$ cat config.mk
export PLATFORM = sky130hd
export DESIGN_NAME = serdiv_multibit_flat
export DESIGN_NICKNAME = d
export VERILOG_FILES = /design/src/rtl/serdiv_multibit_if.sv /design/src/rtl/serdiv_multibit.sv /design/src/flat_wrapper.sv
export SDC_FILE = /design/constraint.sdc
export NUM_CORES = 2
export LEC_CHECK = 0
export CAP_MARGIN = 20
export CORE_AREA = 4 4 291 293
export CTS_CLUSTER_SIZE = 24
export DETAILED_ROUTE_END_ITERATION = 10
export DIE_AREA = 0 0 295 297
export PLACE_DENSITY = 0.7
export SLEW_MARGIN = 25
export SYNTH_ARGS = -nofsm -noshare
export SYNTH_HDL_FRONTEND = slang
export SYNTH_SLANG_ARGS = --single-unit
$ cat constraint.sdc
create_clock -name clk_i -period 9.7 [get_ports clk_i]
set_input_delay 1.94 -clock clk_i [delete_from_list [all_inputs] [get_ports clk_i]]
set_output_delay 1.94 -clock clk_i [all_outputs]
set_load 0.01 [all_outputs]
$ cat src/rtl/serdiv_multibit_if.sv
// -----------------------------------------------------------------------------
// serdiv_multibit_if
// Handshake bundle between the operand issue stage and the serial divider.
//
//   id_i      transaction ID of the incoming op
//   op_a_i    dividend
//   op_b_i    divisor
//   opcode_i  0 udiv, 1 div, 2 urem, 3 rem
//   word_i    32-bit word op (only meaningful for WIDTH=64)
//   in_vld_i  input valid            in_rdy_o   input ready
//   flush_i   abort the current op
//   out_vld_o result valid           out_rdy_i  result accepted
//   id_o      ID of the result       res_o      quotient or remainder
//
// Modports: master = issue side, slave = divider.
// -----------------------------------------------------------------------------
interface serdiv_multibit_if #(
   parameter int unsigned WIDTH   = 64,
   parameter int unsigned ID_BITS = 3
);
   logic [ID_BITS-1:0] id_i;
   logic [WIDTH-1:0]   op_a_i;
   logic [WIDTH-1:0]   op_b_i;
   logic [1:0]         opcode_i;
   logic               word_i;
   logic               in_vld_i;
   logic               in_rdy_o;
   logic               flush_i;
   logic               out_vld_o;
   logic               out_rdy_i;
   logic [ID_BITS-1:0] id_o;
   logic [WIDTH-1:0]   res_o;

   modport master (
      output id_i, op_a_i, op_b_i, opcode_i, word_i, in_vld_i, flush_i, out_rdy_i,
      input  in_rdy_o, out_vld_o, id_o, res_o
   );

   modport slave (
      input  id_i, op_a_i, op_b_i, opcode_i, word_i, in_vld_i, flush_i, out_rdy_i,
      output in_rdy_o, out_vld_o, id_o, res_o
   );
endinterface

$ cat src/rtl/serdiv_multibit.sv
// -----------------------------------------------------------------------------
// serdiv_multibit
// Iterative integer divider retiring RADIX_BITS quotient bits per cycle.
// The divisor is pre-aligned to the dividend with a leading-zero count, so an
// op takes floor(n/RADIX_BITS)+1 divide cycles, n = lzc(|b|) - lzc(|a|).
// Division by zero, signed division by -1 and |a| < |b| finish in one cycle.
//
// Parameters: WIDTH (32 or 64), RADIX_BITS (1, 2 or 4), ID_BITS.
// Ports:
//   clk_i   clock
//   rst_ni  asynchronous active-low reset
//   bus     serdiv_multibit_if.slave (operands, valid/ready in, flush,
//           valid/ready out, result ID and result)
//
// Optional feature: define SERDIV_WORD_OPS_EN to enable 32-bit word ops
// (word_i). Without it word_i is ignored and all ops are WIDTH bits wide.
// -----------------------------------------------------------------------------

// Leading-zero counter; returns WIDTH for an all-zero input.
module serdiv_multibit_lzc #(
   parameter  int unsigned WIDTH = 64,
   localparam int unsigned CNT_W = $clog2(WIDTH) + 1
) (
   input  logic [WIDTH-1:0] in_i,
   output logic [CNT_W-1:0] cnt_o
);
   // NOTE: every signal written in always_comb gets a default first so no
   // path can leave it unassigned, which would infer a latch.
   always_comb begin
      cnt_o = CNT_W'(WIDTH);
      // Later (higher) set bits overwrite earlier ones: the MSB-most one wins.
      for (int i = 0; i < int'(WIDTH); i++) begin
         if (in_i[i]) cnt_o = CNT_W'(int'(WIDTH) - 1 - i);
      end
   end
endmodule

module serdiv_multibit #(
   parameter int unsigned WIDTH      = 64,
   parameter int unsigned RADIX_BITS = 2,
   parameter int unsigned ID_BITS    = 3
) (
   input logic               clk_i,
   input logic               rst_ni,
   serdiv_multibit_if.slave  bus
);
   localparam int unsigned CW = $clog2(WIDTH);   // shift / iteration count width
   localparam int unsigned LW = CW + 1;          // lzc result width

   localparam logic [1:0] IDLE   = 2'd0;
   localparam logic [1:0] DIVIDE = 2'd1;
   localparam logic [1:0] FINISH = 2'd2;

   logic [1:0]         state_q;
   logic [CW-1:0]      cnt_q;
   logic [WIDTH-1:0]   rem_q;      // partial remainder (or special-case remainder)
   logic [WIDTH-1:0]   div_q;      // aligned divisor, shifts right each step
   logic [WIDTH-1:0]   quo_q;      // quotient (or special-case quotient)
   logic               q_sign_q;
   logic               r_sign_q;
   logic               rem_op_q;
   logic               special_q;
   logic [ID_BITS-1:0] id_q;
   logic [WIDTH-1:0]   res_q;

   // ---------------------------------------------------------------------------
   // Operand conditioning
   // ---------------------------------------------------------------------------
   logic             sgn_op;
   logic [WIDTH-1:0] a_ext, b_ext;

   assign sgn_op = bus.opcode_i[0];

`ifdef SERDIV_WORD_OPS_EN
   logic word_op;
   logic word_q;

   function automatic logic [WIDTH-1:0] ext32(input logic [31:0] v, input logic sgn);
      logic [WIDTH-1:0] r;
      r       = (sgn && v[31]) ? '1 : '0;
      r[31:0] = v;
      return r;
   endfunction

   assign word_op = bus.word_i & (WIDTH == 64);
   // Word ops run on the full datapath with 32-bit-extended operands; the
   // lzc difference is identical to one taken over 32 bits.
   assign a_ext   = word_op ? ext32(bus.op_a_i[31:0], sgn_op) : bus.op_a_i;
   assign b_ext   = word_op ? ext32(bus.op_b_i[31:0], sgn_op) : bus.op_b_i;
`else
   logic unused_word;
   assign unused_word = bus.word_i;
   assign a_ext       = bus.op_a_i;
   assign b_ext       = bus.op_b_i;
`endif

   logic             a_sgn, b_sgn;
   logic [WIDTH-1:0] a_abs, b_abs;
   logic [LW-1:0]    lzc_a, lzc_b;
   logic             n_neg;
   logic [CW-1:0]    n_u;
   logic             b_zero, b_m1, special_in;

   assign a_sgn = sgn_op & a_ext[WIDTH-1];
   assign b_sgn = sgn_op & b_ext[WIDTH-1];
   assign a_abs = a_sgn ? -a_ext : a_ext;
   assign b_abs = b_sgn ? -b_ext : b_ext;

   serdiv_multibit_lzc #(.WIDTH(WIDTH)) u_lzc_a (.in_i(a_abs), .cnt_o(lzc_a));
   serdiv_multibit_lzc #(.WIDTH(WIDTH)) u_lzc_b (.in_i(b_abs), .cnt_o(lzc_b));

   assign n_neg      = lzc_b < lzc_a;
   assign n_u        = CW'(lzc_b - lzc_a);
   assign b_zero     = (b_ext == '0);
   assign b_m1       = sgn_op & (&b_ext);
   assign special_in = b_zero | b_m1 | n_neg;

   // ---------------------------------------------------------------------------
   // Iteration: up to RADIX_BITS chained compare/subtract steps per cycle
   // ---------------------------------------------------------------------------
   logic [WIDTH-1:0] rem_nxt, div_nxt, quo_nxt;
   logic             last_iter;

   // NOTE: blocking assignments inside always_comb chain each step onto the
   // previous one within the same cycle.
   always_comb begin
      rem_nxt = rem_q;
      div_nxt = div_q;
      quo_nxt = quo_q;
      for (int k = 0; k < int'(RADIX_BITS); k++) begin
         // Only the remaining count+1 quotient bits are produced.
         if (k <= int'(cnt_q)) begin
            if (rem_nxt >= div_nxt) begin
               rem_nxt = rem_nxt - div_nxt;
               quo_nxt = {quo_nxt[WIDTH-2:0], 1'b1};
            end else begin
               quo_nxt = {quo_nxt[WIDTH-2:0], 1'b0};
            end
            div_nxt = div_nxt >> 1;
         end
      end
   end

   assign last_iter = cnt_q < CW'(RADIX_BITS);

   // ---------------------------------------------------------------------------
   // Result fix-up (special cases already hold their final values)
   // ---------------------------------------------------------------------------
   logic [WIDTH-1:0] quo_fix, rem_fix, res_sel, res_fix;

   assign quo_fix = q_sign_q ? -quo_nxt : quo_nxt;
   assign rem_fix = r_sign_q ? -rem_nxt : rem_nxt;
   assign res_sel = special_q ? (rem_op_q ? rem_q : quo_q)
                              : (rem_op_q ? rem_fix : quo_fix);
`ifdef SERDIV_WORD_OPS_EN
   assign res_fix = word_q ? ext32(res_sel[31:0], 1'b1) : res_sel;
`else
   assign res_fix = res_sel;
`endif

   // ---------------------------------------------------------------------------
   // State and datapath registers
   // ---------------------------------------------------------------------------
   // NOTE: sequential state uses non-blocking assignments so every register
   // samples pre-edge values regardless of statement order.
   always_ff @(posedge clk_i or negedge rst_ni) begin
      if (!rst_ni) begin
         state_q   <= IDLE;
         cnt_q     <= '0;
         rem_q     <= '0;
         div_q     <= '0;
         quo_q     <= '0;
         q_sign_q  <= 1'b0;
         r_sign_q  <= 1'b0;
         rem_op_q  <= 1'b0;
         special_q <= 1'b0;
         id_q      <= '0;
         res_q     <= '0;
`ifdef SERDIV_WORD_OPS_EN
         word_q    <= 1'b0;
`endif
      end else if (bus.flush_i) begin
         state_q <= IDLE;
      end else begin
         unique case (state_q)
            IDLE: begin
               if (bus.in_vld_i) begin
                  state_q   <= DIVIDE;
                  cnt_q     <= special_in ? '0 : n_u;
                  div_q     <= b_abs << n_u;
                  rem_q     <= b_m1 ? '0 : (special_in ? a_ext : a_abs);
                  quo_q     <= b_zero ? '1 : (b_m1 ? -a_ext : '0);
                  q_sign_q  <= a_sgn ^ b_sgn;
                  r_sign_q  <= a_sgn;
                  rem_op_q  <= bus.opcode_i[1];
                  special_q <= special_in;
                  id_q      <= bus.id_i;
`ifdef SERDIV_WORD_OPS_EN
                  word_q    <= word_op;
`endif
               end
            end
            DIVIDE: begin
               if (special_q || last_iter) begin
                  res_q   <= res_fix;
                  state_q <= FINISH;
               end else begin
                  rem_q <= rem_nxt;
                  div_q <= div_nxt;
                  quo_q <= quo_nxt;
                  cnt_q <= cnt_q - CW'(RADIX_BITS);
               end
            end
            FINISH: begin
               if (bus.out_rdy_i) state_q <= IDLE;
            end
            default: state_q <= IDLE;
         endcase
      end
   end

   assign bus.in_rdy_o  = (state_q == IDLE)   & ~bus.flush_i;
   assign bus.out_vld_o = (state_q == FINISH) & ~bus.flush_i;
   assign bus.id_o      = id_q;
   assign bus.res_o     = res_q;

endmodule
$ cat src/flat_wrapper.sv
// flat-port wrapper written by rule: the top's interface ports become plain ports
module serdiv_multibit_flat 
#(
   parameter int unsigned WIDTH      = 64,
   parameter int unsigned RADIX_BITS = 2,
   parameter int unsigned ID_BITS    = 3
)
  (clk_i, rst_ni, bus_id_i, bus_op_a_i, bus_op_b_i, bus_opcode_i, bus_word_i, bus_in_vld_i, bus_flush_i, bus_out_rdy_i, bus_in_rdy_o, bus_out_vld_o, bus_id_o, bus_res_o);
  serdiv_multibit_if #(.WIDTH(WIDTH), .ID_BITS(ID_BITS)) bus_i ();
  input logic clk_i;
  input logic rst_ni;
  input wire logic [$bits(bus_i.id_i)-1:0] bus_id_i;
  input wire logic [$bits(bus_i.op_a_i)-1:0] bus_op_a_i;
  input wire logic [$bits(bus_i.op_b_i)-1:0] bus_op_b_i;
  input wire logic [$bits(bus_i.opcode_i)-1:0] bus_opcode_i;
  input wire logic [$bits(bus_i.word_i)-1:0] bus_word_i;
  input wire logic [$bits(bus_i.in_vld_i)-1:0] bus_in_vld_i;
  input wire logic [$bits(bus_i.flush_i)-1:0] bus_flush_i;
  input wire logic [$bits(bus_i.out_rdy_i)-1:0] bus_out_rdy_i;
  output wire logic [$bits(bus_i.in_rdy_o)-1:0] bus_in_rdy_o;
  output wire logic [$bits(bus_i.out_vld_o)-1:0] bus_out_vld_o;
  output wire logic [$bits(bus_i.id_o)-1:0] bus_id_o;
  output wire logic [$bits(bus_i.res_o)-1:0] bus_res_o;
  assign bus_i.id_i = bus_id_i;
  assign bus_i.op_a_i = bus_op_a_i;
  assign bus_i.op_b_i = bus_op_b_i;
  assign bus_i.opcode_i = bus_opcode_i;
  assign bus_i.word_i = bus_word_i;
  assign bus_i.in_vld_i = bus_in_vld_i;
  assign bus_i.flush_i = bus_flush_i;
  assign bus_i.out_rdy_i = bus_out_rdy_i;
  assign bus_in_rdy_o = bus_i.in_rdy_o;
  assign bus_out_vld_o = bus_i.out_vld_o;
  assign bus_id_o = bus_i.id_o;
  assign bus_res_o = bus_i.res_o;
  serdiv_multibit #(.WIDTH(WIDTH), .RADIX_BITS(RADIX_BITS), .ID_BITS(ID_BITS)) u_core (.clk_i(clk_i), .rst_ni(rst_ni), .bus(bus_i));
endmodule
==> metrics.log <==
INFO  metric outcome = complete, no violations
INFO  metric timing.clock.skew = about 0.028 ns
INFO  metric via_count = 51,027
INFO  metric grtUsageMet1 = 62.1%
INFO  metric chipWidth = between 200 and 300 um
INFO  metric clock_sinks = ~270
INFO  metric track_usage = roughly 44%
INFO  metric synth.ff_latch_count = 271
INFO  metric groute.layer.met3.usage = roughly an eighth
INFO  metric rsz0062_at_grt = true
INFO  metric die_h = 297 um
INFO  metric hold_ws = around 0.47 ns
INFO  metric cts-root-buf = sky130_fd_sc_hd__clkbuf_16
INFO  metric drt_first_iter_violations = between 7,000 and 8,000
INFO  metric synth.yosys.seq_area_share = roughly 17%
INFO  metric start_util = 50.0%
INFO  metric area.growth.synth_to_final = 24.0%
INFO  metric drv_slew = 0
INFO  metric max_clock_freq = 0.105 GHz
INFO  metric leading_register_cell_type_out_of_synthesis = sky130_fd_sc_hd__dfrtp_1
INFO  metric final_common_cell = sky130_fd_sc_hd__nand2_1
INFO  metric fin_nets = slightly below 7,000
INFO  metric postRouteWirelength = approximately 200,000 um
INFO  metric post_route_cells_drive_above_1_share = between 15 and 20%
INFO  metric crit_path_max_fanout = 10
INFO  metric worst_hold_path_type = reg2reg
INFO  metric synthesized_area_divided_by_synthesized_cell_count = 6.85 um2
INFO  metric crit_top_cell = sky130_fd_sc_hd__buf_4
INFO  metric fp-row-count = 105
INFO  metric netlist_instances = around 6,000
INFO  metric setup.reg_to_reg.worst_slack = ~0.19 ns
INFO  metric relSlewSlack = between 20% and 30%
INFO  metric floorplan.die_area = between 80,000 and 90,000 um2
INFO  metric timing_worst_slew_pin_value = about 1.1 ns
INFO  metric via_count_of_the_first_global_routing_pass = around 45,000
INFO  metric cts_tree = yes
INFO  metric area_inside_the_core_boundary = between 80,000 and 90,000 um2
INFO  metric synth.cell_area = roughly 41,000 um2
INFO  metric yosys_warnings = 0
INFO  metric finalSetupViolations = 0
INFO  metric max_stage_delay = ~0.5 ns
INFO  metric crit_type = reg2reg
INFO  metric grt.overflow.total = 0
INFO  metric final_core_utilization = 61.9%
INFO  metric yosys.cell_types.count = 120
INFO  metric slowest_stage = sky130_fd_sc_hd__or4_1
INFO  metric wire_per_inst = approximately 26 um
INFO  metric gpl.final_weighted_congestion = between 1 and 1.5
INFO  metric first_pass_iters = 9
INFO  metric drc_violations = 0
INFO  metric grt_max_degree = about 230
INFO  metric period_share = 98.0%
INFO  metric number_of_primary_i_o_pins = 208
INFO  metric cap_violations = 0
INFO  metric antenna_found_initial = 3
INFO  metric dpl_wire_length = between 150,000 and 200,000 um
INFO  metric required = between 10 and 15 ns
INFO  metric met2_capacity_usage_during_global_routing = 60.4%
INFO  metric arrival = approximately 10 ns
INFO  metric final_cell_mix = sky130_fd_sc_hd__nand2_1 (847), sky130_fd_sc_hd__buf_4 (814), sky130_fd_sc_hd__nor2_1 (606)
INFO  metric port_buffers = 206
INFO  metric drtAntennaViolNets = 0
INFO  metric ctsLongestPathBuffers = 3
INFO  metric crit_path_end_kind = register
INFO  metric clkTransAtPathRegs = around 0.06 ns
INFO  metric cp_num_buf_inv = 11
INFO  metric vias_per_cell = 6.61
INFO  metric mapped_nets = about 6,300
INFO  metric worstSkewPairLatency = approximately 0.59 ns
INFO  metric cts_htree_levels = 2
INFO  metric cts_inserted_buffers = 37
INFO  metric critical_path.top_delay_family = compound AO/OA/AOI/OAI gates
INFO  metric fin_crit = 9.51 ns
INFO  metric final.setup.tns = 0 ns
INFO  metric fin_ws = between 0.15 and 0.2 ns
INFO  metric critical_path.startpoint_type = register
INFO  metric synth_enable_flop_cells = 0
INFO  metric grt_first_pass_wirelength = 294,000 um
INFO  metric busiest_layer = met1
INFO  metric dp_worst_setup_slack = -0.367 ns
INFO  metric count_of_endpoints_failing_hold_in_the_final_timing_report = 0
INFO  metric ys_async_sr_fraction = 100%
[stage by stage]
step	std cells	instance area (um2)
finish	7714	50700
detailed placement	7633	49100
global placement	7633	49100
floorplan	5972	40900
CTS	7705	50500
global route	7713	50700
[cell type report]
type | count | area (um2)
clock buffer | 50 | 1030
fill | 7733 | 31200
clock inverter | 17 | 229
multi-input combinational | 5085 | 32000
inverter | 174 | 658
tap | 1070 | 1340
timing repair buffer | 1044 | 8650
antenna | 3 | 7.51
sequential | 271 | 6790
[flip-flops by register name, indices dropped and copies added, names as in the netlist, 2 cells and up]
name / flops
u_core.div_q: 64
u_core.quo_q: 64
u_core.state_q: 2
u_core.rem_q: 64
u_core.bus.res_o: 64
u_core.bus.id_o: 3
u_core.cnt_q: 6
[final timing paths]
kind,start,to,cells after the start
min in group asynchronous,rst_ni,u_core.bus.res_o[23]$_DFFE_PN0P_,1
hold / removal,u_core.bus.id_o[1]$_DFFE_PN0P_,u_core.bus.id_o[1]$_DFFE_PN0P_,2
setup reg to reg,u_core.rem_q[0]$_DFFE_PN0P_,u_core.bus.res_o[56]$_DFFE_PN0P_,44
setup / recovery,u_core.rem_q[0]$_DFFE_PN0P_,u_core.bus.res_o[56]$_DFFE_PN0P_,44
max in group asynchronous,rst_ni,u_core.div_q[29]$_DFFE_PN0P_,3
hold reg to reg,u_core.bus.id_o[1]$_DFFE_PN0P_,u_core.bus.id_o[1]$_DFFE_PN0P_,2
[logic make-up after synthesis]
logic type,share of synthesized area [%]
buffers and inverters,5.99
muxes,7.46
DFF,16.6
AOI/OAI and AO/OA,30.6
xor gates and xnor gates,8.46
adders and majority gates,4.52
and+or+nand+nor,26.4
[cells in the mapped netlist (51+ instances only)]
| cell type | n | area [um2] |
|---|---|---|
| sky130_fd_sc_hd__o211ai_1 | 87 | 653 |
| sky130_fd_sc_hd__mux2i_1 | 211 | 2110 |
| sky130_fd_sc_hd__dfrtp_1 | 271 | 6780 |
| sky130_fd_sc_hd__nand2_1 | 848 | 3180 |
| sky130_fd_sc_hd__a21oi_1 | 499 | 2500 |
| sky130_fd_sc_hd__a31oi_1 | 74 | 463 |
| sky130_fd_sc_hd__o31ai_1 | 67 | 503 |
| sky130_fd_sc_hd__a21o_1 | 69 | 518 |
| sky130_fd_sc_hd__inv_1 | 170 | 638 |
| sky130_fd_sc_hd__mux2_2 | 54 | 608 |
| sky130_fd_sc_hd__or3_1 | 69 | 432 |
| sky130_fd_sc_hd__buf_2 | 56 | 280 |
| sky130_fd_sc_hd__nor2_1 | 611 | 2290 |
| sky130_fd_sc_hd__and2_1 | 51 | 319 |
| sky130_fd_sc_hd__nor3_1 | 167 | 836 |
| sky130_fd_sc_hd__o21ai_0 | 588 | 2940 |
| sky130_fd_sc_hd__clkbuf_1 | 334 | 1250 |
| sky130_fd_sc_hd__xor2_1 | 149 | 1310 |
| sky130_fd_sc_hd__ha_1 | 143 | 1790 |
| sky130_fd_sc_hd__a211oi_1 | 77 | 578 |
| sky130_fd_sc_hd__a221oi_1 | 60 | 526 |
| sky130_fd_sc_hd__xnor2_1 | 246 | 2150 |
| sky130_fd_sc_hd__nand4_1 | 78 | 488 |
| sky130_fd_sc_hd__nand3_1 | 122 | 611 |
[layer usage]
metal | part of all wire [%] | vias up
met3 | 14 | 448
met1 | 40 | 24007
met2 | 39 | 3422
met4 | 6.9 | 2
met5 | 0.0035 | -
li1 | - | 23148
[what timing repair did]
action	CTS	global route
hold buffers	0	0
setup endpoints to repair	10	27
endpoints found under the hold margin	0	0
pin swaps	5	14
setup buffers	5	6
gates resized for setup	5	38
[worst min-delay path, cell delays in order (launching register included)]
cell and delay, ns:
sky130_fd_sc_hd__dfrtp_1 0.34, sky130_fd_sc_hd__nand2_1 0.05, sky130_fd_sc_hd__nand2_1 0.05
Power is left out: the tool's default activity adds up to more than one toggle a clock period on the data nets, which glitch-free logic cannot reach.
